File: config.mk
export PLATFORM = sky130hd
export DESIGN_NAME = keypad_scanner_flat
export DESIGN_NICKNAME = d
export VERILOG_FILES = /design/src/rtl/keypad_pkg.sv /design/src/rtl/keypad_scanner_if.sv /design/src/rtl/row_strobe.sv /design/src/rtl/keypad_scanner.sv /design/src/flat_wrapper.sv
export SDC_FILE = /design/constraint.sdc
export NUM_CORES = 1
export LEC_CHECK = 0
export CORE_ASPECT_RATIO = 0.5
export CORE_UTILIZATION = 45
export CTS_CLUSTER_DIAMETER = 60
export DETAILED_ROUTE_END_ITERATION = 8
export PLACE_DENSITY = 0.6
export SKIP_CTS_REPAIR_TIMING = 1
export SLEW_MARGIN = 30
export SYNTH_ARGS = -nofsm -noshare
export SYNTH_HDL_FRONTEND = slang
export SYNTH_SLANG_ARGS = --single-unit
File: constraint.sdc
create_clock -name clk -period 2.5 [get_ports clk]
set_clock_uncertainty 0.05 [all_clocks]
set_input_delay 0.5 -clock clk [delete_from_list [all_inputs] [get_ports clk]]
set_output_delay 0.5 -clock clk [all_outputs]
set_load 0.03 [all_outputs]
File: src/rtl/keypad_pkg.sv
// Shared types for the keypad scanner: FSM states, matrix size and the
// lock's key codes (row*4+col on a standard 1-2-3-A / *-0-#-D membrane pad).
package keypad_pkg;

  localparam int ROWS = 4;
  localparam int COLS = 4;

  typedef enum logic [1:0] {
    SCAN,
    DEBOUNCE,
    HELD
  } state_e;

  typedef enum logic [3:0] {
    KEY_1    = 4'd0,  KEY_2 = 4'd1,  KEY_3    = 4'd2,  KEY_A = 4'd3,
    KEY_4    = 4'd4,  KEY_5 = 4'd5,  KEY_6    = 4'd6,  KEY_B = 4'd7,
    KEY_7    = 4'd8,  KEY_8 = 4'd9,  KEY_9    = 4'd10, KEY_C = 4'd11,
    KEY_STAR = 4'd12, KEY_0 = 4'd13, KEY_HASH = 4'd14, KEY_D = 4'd15
  } key_e;

  // Lowest-index active-low column; callers only use it when some column is low.
  function automatic logic [1:0] lowestLow(input logic [COLS-1:0] cols);
    lowestLow = 2'd0;
    for (int c = COLS - 1; c >= 0; c--) begin
      if (!cols[c]) lowestLow = 2'(c);
    end
  endfunction

endpackage

File: src/rtl/keypad_scanner_if.sv
// Keypad-side and code-entry-side signals of the scanner; the scanner is the
// master (drives rows and key events), the keypad/consumer side is the slave.
interface keypad_scanner_if;

  logic [3:0] col_in;
  logic [3:0] row_out;
  logic [3:0] key_code;
  logic       key_valid;

  modport master (
    input  col_in,
    output row_out,
    output key_code,
    output key_valid
  );

  modport slave (
    output col_in,
    input  row_out,
    input  key_code,
    input  key_valid
  );

endinterface

File: src/rtl/row_strobe.sv
// Active-low row strobe: holds each row SCAN_DIV cycles, flags the last cycle
// of a row period, and stops (row and divider) while freeze_i is high.
module row_strobe
  import keypad_pkg::*;
#(
  parameter int SCAN_DIV = 1000
) (
  input  logic       clk,
  input  logic       reset,
  input  logic       freeze_i,
  output logic [1:0] rowIdx_o,
  output logic [3:0] rowOut_o,
  output logic       endOfRow_o
);

  localparam int DW = $clog2(SCAN_DIV);
  localparam logic [DW-1:0] DIV_LAST = DW'(SCAN_DIV - 1);

  logic [DW-1:0] div_q, div_d;
  logic [1:0]    row_q, row_d;

  // A frozen strobe parks on the last cycle of its period, so the first
  // unfrozen cycle steps straight to the next row.
  always_comb begin
    div_d      = div_q;
    row_d      = row_q;
    endOfRow_o = (div_q == DIV_LAST);
    if (!freeze_i) begin
      if (endOfRow_o) begin
        div_d = '0;
        row_d = row_q + 2'd1;
      end else begin
        div_d = div_q + DW'(1);
      end
    end
  end

  always_ff @(posedge clk or posedge reset) begin
    if (reset) begin
      div_q <= '0;
      row_q <= '0;
    end else begin
      div_q <= div_d;
      row_q <= row_d;
    end
  end

  assign rowIdx_o = row_q;
  assign rowOut_o = ~(ROWS'(1) << row_q);

endmodule

File: src/rtl/keypad_scanner.sv
// 4x4 keypad scanner: synchronizes and debounces the column returns and emits
// one key event per press. Define KEYPAD_REPEAT_EN for auto-repeat while held.
module keypad_scanner
  import keypad_pkg::*;
#(
  parameter int SCAN_DIV     = 1000,
  parameter int DEBOUNCE_CYC = 200000,
  parameter int REPEAT_CYC   = 50000000
) (
  input logic              clk,
  input logic              reset,
  keypad_scanner_if.master kp
);

  localparam int CW = $clog2(DEBOUNCE_CYC + 1);
  localparam logic [CW-1:0] DB_LAST = CW'(DEBOUNCE_CYC - 1);

  logic [3:0] sync1_q, colS_q;
  state_e     state_q, state_d;
  logic [1:0] candRow_q, candRow_d, candCol_q, candCol_d;
  logic [CW-1:0] cnt_q, cnt_d;
  logic [3:0] keyCode_q, keyCode_d;
  logic       keyValid_q, keyValid_d;
  logic       candLow, freeze, endOfRow;
  logic [1:0] rowIdx;
  logic [3:0] rowOut;

`ifdef KEYPAD_REPEAT_EN
  localparam int RW = $clog2(REPEAT_CYC + 1);
  localparam logic [RW-1:0] RPT_LAST = RW'(REPEAT_CYC - 1);
  logic [RW-1:0] rpt_q, rpt_d;
`else
  localparam int unusedRepeatCyc = REPEAT_CYC;
`endif

  always_ff @(posedge clk or posedge reset) begin
    if (reset) begin
      sync1_q <= 4'b1111;
      colS_q  <= 4'b1111;
    end else begin
      sync1_q <= kp.col_in;
      colS_q  <= sync1_q;
    end
  end

  assign candLow = ~colS_q[candCol_q];
  // Freeze on the decision cycle itself so the candidate row stays driven.
  assign freeze  = (state_d != SCAN);

  row_strobe #(.SCAN_DIV(SCAN_DIV)) u_row_strobe (
    .clk       (clk),
    .reset     (reset),
    .freeze_i  (freeze),
    .rowIdx_o  (rowIdx),
    .rowOut_o  (rowOut),
    .endOfRow_o(endOfRow)
  );

  always_comb begin
    state_d    = state_q;
    candRow_d  = candRow_q;
    candCol_d  = candCol_q;
    cnt_d      = cnt_q;
    keyCode_d  = keyCode_q;
    keyValid_d = 1'b0;
`ifdef KEYPAD_REPEAT_EN
    rpt_d      = '0;
`endif
    case (state_q)
      SCAN: begin
        if (endOfRow && (colS_q != 4'b1111)) begin
          candRow_d = rowIdx;
          candCol_d = lowestLow(colS_q);
          cnt_d     = '0;
          state_d   = DEBOUNCE;
        end
      end
      DEBOUNCE: begin
        if (!candLow) begin
          state_d = SCAN;
        end else if (cnt_q == DB_LAST) begin
          keyCode_d  = {candRow_q, candCol_q};
          keyValid_d = 1'b1;
          cnt_d      = '0;
          state_d    = HELD;
        end else begin
          cnt_d = cnt_q + CW'(1);
        end
      end
      HELD: begin
        if (candLow) begin
          cnt_d = '0;
        end else if (cnt_q == DB_LAST) begin
          cnt_d   = '0;
          state_d = SCAN;
        end else begin
          cnt_d = cnt_q + CW'(1);
        end
`ifdef KEYPAD_REPEAT_EN
        if (candLow) begin
          if (rpt_q == RPT_LAST) begin
            rpt_d      = '0;
            keyValid_d = 1'b1;
          end else begin
            rpt_d = rpt_q + RW'(1);
          end
        end else if (state_d == HELD) begin
          rpt_d = rpt_q;
        end
`endif
      end
      default: state_d = SCAN;
    endcase
  end

  always_ff @(posedge clk or posedge reset) begin
    if (reset) begin
      state_q    <= SCAN;
      candRow_q  <= '0;
      candCol_q  <= '0;
      cnt_q      <= '0;
      keyCode_q  <= '0;
      keyValid_q <= 1'b0;
`ifdef KEYPAD_REPEAT_EN
      rpt_q      <= '0;
`endif
    end else begin
      state_q    <= state_d;
      candRow_q  <= candRow_d;
      candCol_q  <= candCol_d;
      cnt_q      <= cnt_d;
      keyCode_q  <= keyCode_d;
      keyValid_q <= keyValid_d;
`ifdef KEYPAD_REPEAT_EN
      rpt_q      <= rpt_d;
`endif
    end
  end

  assign kp.row_out   = rowOut;
  assign kp.key_code  = keyCode_q;
  assign kp.key_valid = keyValid_q;

endmodule

File: src/flat_wrapper.sv
// flat-port wrapper written by rule: the top's interface ports become plain ports
module keypad_scanner_flat import keypad_pkg::*;
#(
  parameter int SCAN_DIV     = 1000,
  parameter int DEBOUNCE_CYC = 200000,
  parameter int REPEAT_CYC   = 50000000
)
  (clk, reset, kp_col_in, kp_row_out, kp_key_code, kp_key_valid);
  keypad_scanner_if kp_i ();
  input logic clk;
  input logic reset;
  input wire logic [$bits(kp_i.col_in)-1:0] kp_col_in;
  output wire logic [$bits(kp_i.row_out)-1:0] kp_row_out;
  output wire logic [$bits(kp_i.key_code)-1:0] kp_key_code;
  output wire logic [$bits(kp_i.key_valid)-1:0] kp_key_valid;
  assign kp_i.col_in = kp_col_in;
  assign kp_row_out = kp_i.row_out;
  assign kp_key_code = kp_i.key_code;
  assign kp_key_valid = kp_i.key_valid;
  keypad_scanner #(.SCAN_DIV(SCAN_DIV), .DEBOUNCE_CYC(DEBOUNCE_CYC), .REPEAT_CYC(REPEAT_CYC)) u_core (.clk(clk), .reset(reset), .kp(kp_i));
endmodule
==> results of run 1 <==
## flip-flops by register name (all words and copies together), names as in the netlist
signal	count
u_core.cnt_q	18
u_core.u_row_strobe.div_q	10
u_core.colS_q	4
u_core.kp.key_code	4
u_core.sync1_q	4
u_core.candCol_q	2
u_core.candRow_q	2
u_core.state_q	2
u_core.u_row_strobe.rowIdx_o	2
u_core.kp.key_valid	1
## cells in the final DEF (no fill, tap or decap), types with 2 or more instances in the layout
| master | synthesis | layout |
|---|---|---|
| and4_1 | 2 | 2 |
| nand4_1 | 4 | 4 |
| clkinvlp_4 | 0 | 2 |
| nand3_1 | 11 | 10 |
| clkbuf_16 | 0 | 5 |
| dfstp_2 | 8 | 8 |
| xor2_1 | 2 | 2 |
| o31ai_1 | 10 | 10 |
| nor2_1 | 20 | 18 |
| buf_4 | 2 | 20 |
| o21ai_1 | 11 | 11 |
| nor3_1 | 6 | 6 |
| nand2_1 | 30 | 30 |
| nor2_2 | 0 | 2 |
| ha_1 | 10 | 10 |
| a21oi_1 | 6 | 6 |
| xnor2_1 | 5 | 5 |
| nor2b_1 | 3 | 3 |
| nor4_1 | 4 | 4 |
| clkdlybuf4s50_1 | 0 | 14 |
| dfrtp_1 | 41 | 41 |
| o21ai_0 | 15 | 15 |
| and3_1 | 6 | 6 |
| a21o_1 | 2 | 2 |
| o41ai_2 | 2 | 2 |
| inv_1 | 13 | 12 |
## power breakdown
group | internal, mW | switching [mW] | total, mW
Combinational | 0.0125 | 0.0204 | 0.0329
Sequential | 0.804 | 0.00337 | 0.808
Clock | 0.378 | 0.314 | 0.692
Total | 1.19 | 0.338 | 1.53
## layer usage
metal / track usage [%] / wire length, um / up-vias / share of wire (%)
li1: - / - / 966 / -
met1: 26.5 / 2570 / 911 / 51
met2: 30.3 / 2260 / 39 / 45
met3: 4.22 / 184 / 5 / 3.6
met4: 7.31 / 53 / 0 / 1.0
met5: 0 / 0 / - / 0
## area by class of cell
cell class              instances  area, um2
fillers                       442       2090
flip-flops and latches         49       1240
inverters                      13       48.8
repair buffers                 35        310
well taps                      70       87.6
multi-input cells             180       1260
clock inverters                 3       26.3
clock buffers                   5        125
## through the flow
step	total power [mW]	instance area [um2]	utilization [%]
after global routing	1.59	3090	59.7
after global placement	0.856	2900	55.9
after detailed placement	0.857	2900	55.9
after CTS	1.55	3050	58.8
after floorplan	0.838	2540	-
final	1.53	3090	59.7
## worst max-delay path: stages (launching register included)
cell	delay (ns)
dfrtp_1	0.41
nor4b_1	0.37
buf_4	0.18
nand4_1	0.13
buf_4	0.18
o21ai_1	0.21
a221oi_4	0.14
or2_4	0.30
o41ai_2	0.30
## logic make-up after synthesis
group,after synthesis,share of synthesized area [%]
and+or+nand+nor,101,21.9
AOI/OAI and AO/OA,58,16.2
DFF,49,48.7
buffers and inverters,20,3.60
adders and majority gates,10,4.93
xor gates and xnor gates,7,2.41
muxes,4,2.32
## final timing paths
| check | endpoint |
|---|---|
| max in group asynchronous | u_core.cnt_q[3] |
| max reg2reg | u_core.u_row_strobe.div_q[5] |
| min | u_core.colS_q[3] |
| max | u_core.u_row_strobe.div_q[5] |
| min reg2reg | u_core.colS_q[3] |
| min in group asynchronous | u_core.u_row_strobe.div_q[2] |
## cell usage after synthesis (5+ instances only)
cell,count,area [um2]
a21oi_1,6,30.0
and3_1,6,37.5
dfrtp_1,41,1030
dfstp_2,8,210
ha_1,10,125
inv_1,13,48.8
nand2_1,30,113
nand3_1,11,55.1
nor2_1,20,75.1
nor3_1,6,30.0
o21ai_0,15,75.1
o21ai_1,11,55.1
o31ai_1,10,75.1
xnor2_1,5,43.8
==> results.cfg, run 1 <==
[critical_path]
cp_max_fo = 7
rr_startpoint = u_core.cnt_q[14]
cp.arrival_ns = 2.52
r2r_slack_ns = 0.12
critPathKind = reg -> reg
reg2reg_depth = 8
crit_required_ns = 2.65
startpoint_type = register
end_kind = register
crit_start = u_core.cnt_q[14]

[sta]
fin_ws_ns = 0.123
holdWs_ns = 0.306
setup_violations = 0
fmax_mhz = 421
finalHoldViolCount = 0
fin_tns_setup_ns = 0
relSlewSlack_pct = 63.1
drv_slew = 0
worstMarginPinSlew_ns = 0.553
timing.final.crit_share_pct = 95.1
min_period_ns = 2.38

[clocking]
clock_latency_ns = 0.29
cts_tree = done
htreeDepth = 2
clock_path_buffers = 2
cts_sinks = 49
cts_made_buffers = 5
clk_pin_slew_ns = 0.07
root_buffer = clkbuf_16

[layout]
fin_cells = 355
drive_above_1_share_pct = 20.7
area.growth.synth_to_final_pct = 21.8
antennaDiodeCount = 0
nets = 300

[synth]
synth_flop_cell = dfrtp_1
syn_avg_cell_area_um2 = 10.2
synthDistinctLibCells = 54
netlist_instances = 249
synth_fp_nets = 265
synth_edf_count = 0
yosysWarnings = 0
postSynth.asyncResetShare_pct = 100
synth-seq-cells = 49
ys_seq_area_share_pct = 48.7
synth_area_um2 = 2540

[die]
core_um2 = 5180
die_width_um = 108
dieArea_um2 = 5970
start_util_pct = 49.0
io_pins = 15
rows = 18
die_height_um = 55.1

[grt]
grt_pass1_wl_mm = 8.52
grt.total_usage_pct = 19.3
grt_pass1_vias = 1784
overflow = 0
grt_max_degree = 27
antenna_found_initial = 0

[detailed_routing]
drtPass1Iterations = 4
avgRoutedWirePerCell_um = 14.3
ant_nets = 0
drtIter0Drc = 91
drt_wl_total_mm = 5.07
vias = 1921
drc = 0
routed_via_density = 5.41

[worst_hold_path]
min_path_type = reg -> reg
whs_path_depth = 0
hp-start = u_core.sync1_q[3]

[job]
maxCapViolCount = 0

[place]
io_buffers = 14
placed_cells = 347
pre_cts_ws_ns = -0.0102
gp_congestion = 0.803
dp_hpwl_mm = 3.62

[pwr]
ir_drop_uv = 306
power_density_nw_per_um2 = 495
p_leak_nw = 1.39

[outcome]
status = complete, no violations
Note: power is estimated with default switching activity, not from simulation.
==> run 2: changes to the inputs <==
Settings changed: CORE_MARGIN set to 2, MAX_ROUTING_LAYER set to met4.
==> results.cfg, run 2 (synthesized netlist as in run 1, its figures left out) <==
[sta]
worstMarginPinSlew_ns = 0.509
fmax_mhz = 420
drv_slew = 0
timing.final.crit_share_pct = 95.3
fin_tns_setup_ns = 0
relSlewSlack_pct = 66.0
min_period_ns = 2.38
rsz0062_at_grt = no
setup_violations = 0
finalHoldViolCount = 0

[layout]
fin_cells = 359
antennaDiodeCount = 0
largest_register_ffs = 18
fin_util_pct = 56.9
num-fill-cells = 485
reg.largest.list = u_core.cnt_q (18), u_core.u_row_strobe.div_q (10)
final-seq-area_um2 = 1240
largest-register = u_core.cnt_q
final_common_cell = dfrtp_1
area.growth.synth_to_final_pct = 22.5
layout_common_cells = 41 x dfrtp_1, 30 x nand2_1, 21 x buf_4, 20 x nor2_1, 15 x o21ai_0
drive_above_1_share_pct = 20.3
multi_input_area_um2 = 1250
nets = 301

[outcome]
status = complete, no violations

[clocking]
cts_tree = done
clock_path_buffers = 2
htreeDepth = 2
cts_sinks = 49
clk_pin_slew_ns = 0.07
cts_made_buffers = 5
root_buffer = clkbuf_16
clock_latency_ns = 0.29

[grt]
overflow = 0
antenna_found_initial = 0
grt_pass1_vias = 1943
grt_max_degree = 28
grt_pass1_wl_mm = 9.38
grt.total_usage_pct = 20.2

[critical_path]
rr_startpoint = u_core.cnt_q[1]
reg2reg_depth = 8
path_cells = ha_1 -> nand3_1 -> or3_4 -> o31ai_2 -> a221oi_2 -> buf_4 -> nor3b_2 -> mux2_4
r2r_slack_ns = 0.12
crit_buf_inv = 1
cp.arrival_ns = 2.51
r2r-end = u_core.u_row_strobe.rowIdx_o[1]
crit_required_ns = 2.63
cpPeakStageDelay_ns = 0.42
end_kind = register
cp_slowest_cell = or3_4
cp_max_fo = 9
startpoint_type = register
crit_start = u_core.cnt_q[1]
critPathKind = reg -> reg
cp_top_family = simple AND/OR/NAND/NOR gates

[place]
gp_congestion = 0.878
io_buffers = 14
dp_hpwl_mm = 3.81
placed_cells = 351

[detailed_routing]
vias = 1981
drtPass1Iterations = 4
routed_via_density = 5.52
drt_wl_total_mm = 5.30
avgRoutedWirePerCell_um = 14.8
drc = 0
drtIter0Drc = 88
ant_nets = 0

[die]
start_util_pct = 46.5
io_pins = 15
rows = 19
dieArea_um2 = 6300
die_height_um = 57.1
die_width_um = 110
core_um2 = 5470

[pwr]
ir_drop_uv = 324
power_density_nw_per_um2 = 517
power_mw = 1.61
p_leak_nw = 1.41

[worst_hold_path]
min_path_type = reg -> reg
holdPathEnd = u_core.colS_q[3]
whs_path_depth = 0
hp-start = u_core.sync1_q[3]

[job]
maxCapViolCount = 0
run 2: cell type report:
| type | count | area share, % |
|---|---|---|
| tap | 73 | 2.94 |
| sequential | 49 | 39.7 |
| clock inverter | 2 | 1.25 |
| inverter | 13 | 1.57 |
| multi-input combinational | 180 | 40.2 |
| timing repair buffer | 36 | 10.2 |
| clock buffer | 6 | 4.14 |
run 2: per-layer routing:
metal	global-route usage (%)	share of wire, %	vias to the layer above	routed length, um
met1	25.4	47	959	2500
met5	-	0	-	0
met4	6.43	1.3	0	67
li1	-	-	968	-
met2	32.2	47	46	2500
met3	5.37	4.3	8	227
run 2: per-stage QoR:
stage | instance area [um2] | hold slack, ns | setup WS (ns)
finish | 3110 | 0.305 | 0.118
global route | 3110 | 0.313 | 0.00577
CTS | 3070 | 0.307 | 0.0177
detailed placement | 2910 | 0.297 | 0.0506
global placement | 2910 | 0.296 | 0.129
floorplan | 2540 | 0.295 | 0.218
run 2: worst max path at each step:
stage               slack, ns                               to  cells past startpoint
floorplan                0.22     u_core.u_row_strobe.div_q[8]                      8
global placement         0.13     u_core.u_row_strobe.div_q[6]                      8
detailed placement       0.05     u_core.u_row_strobe.div_q[6]                      8
CTS                      0.02     u_core.u_row_strobe.div_q[6]                      8
global route            0.006  u_core.u_row_strobe.rowIdx_o[1]                      8
finish                   0.12  u_core.u_row_strobe.rowIdx_o[1]                      8
run 2: where the power goes:
part	internal (mW)	switching [mW]
Combinational	0.0125	0.0203
Sequential	0.804	0.00360
Clock	0.474	0.293
Total	1.29	0.317
==> run 3: changes to the inputs <==
Settings changed: ABC_CLOCK_PERIOD_IN_PS set to 2500, CTS_CLUSTER_DIAMETER 60 to not set.
==> results of run 3 <==
Same layout as run 2: the final DEF is identical, and so are final timing and power.
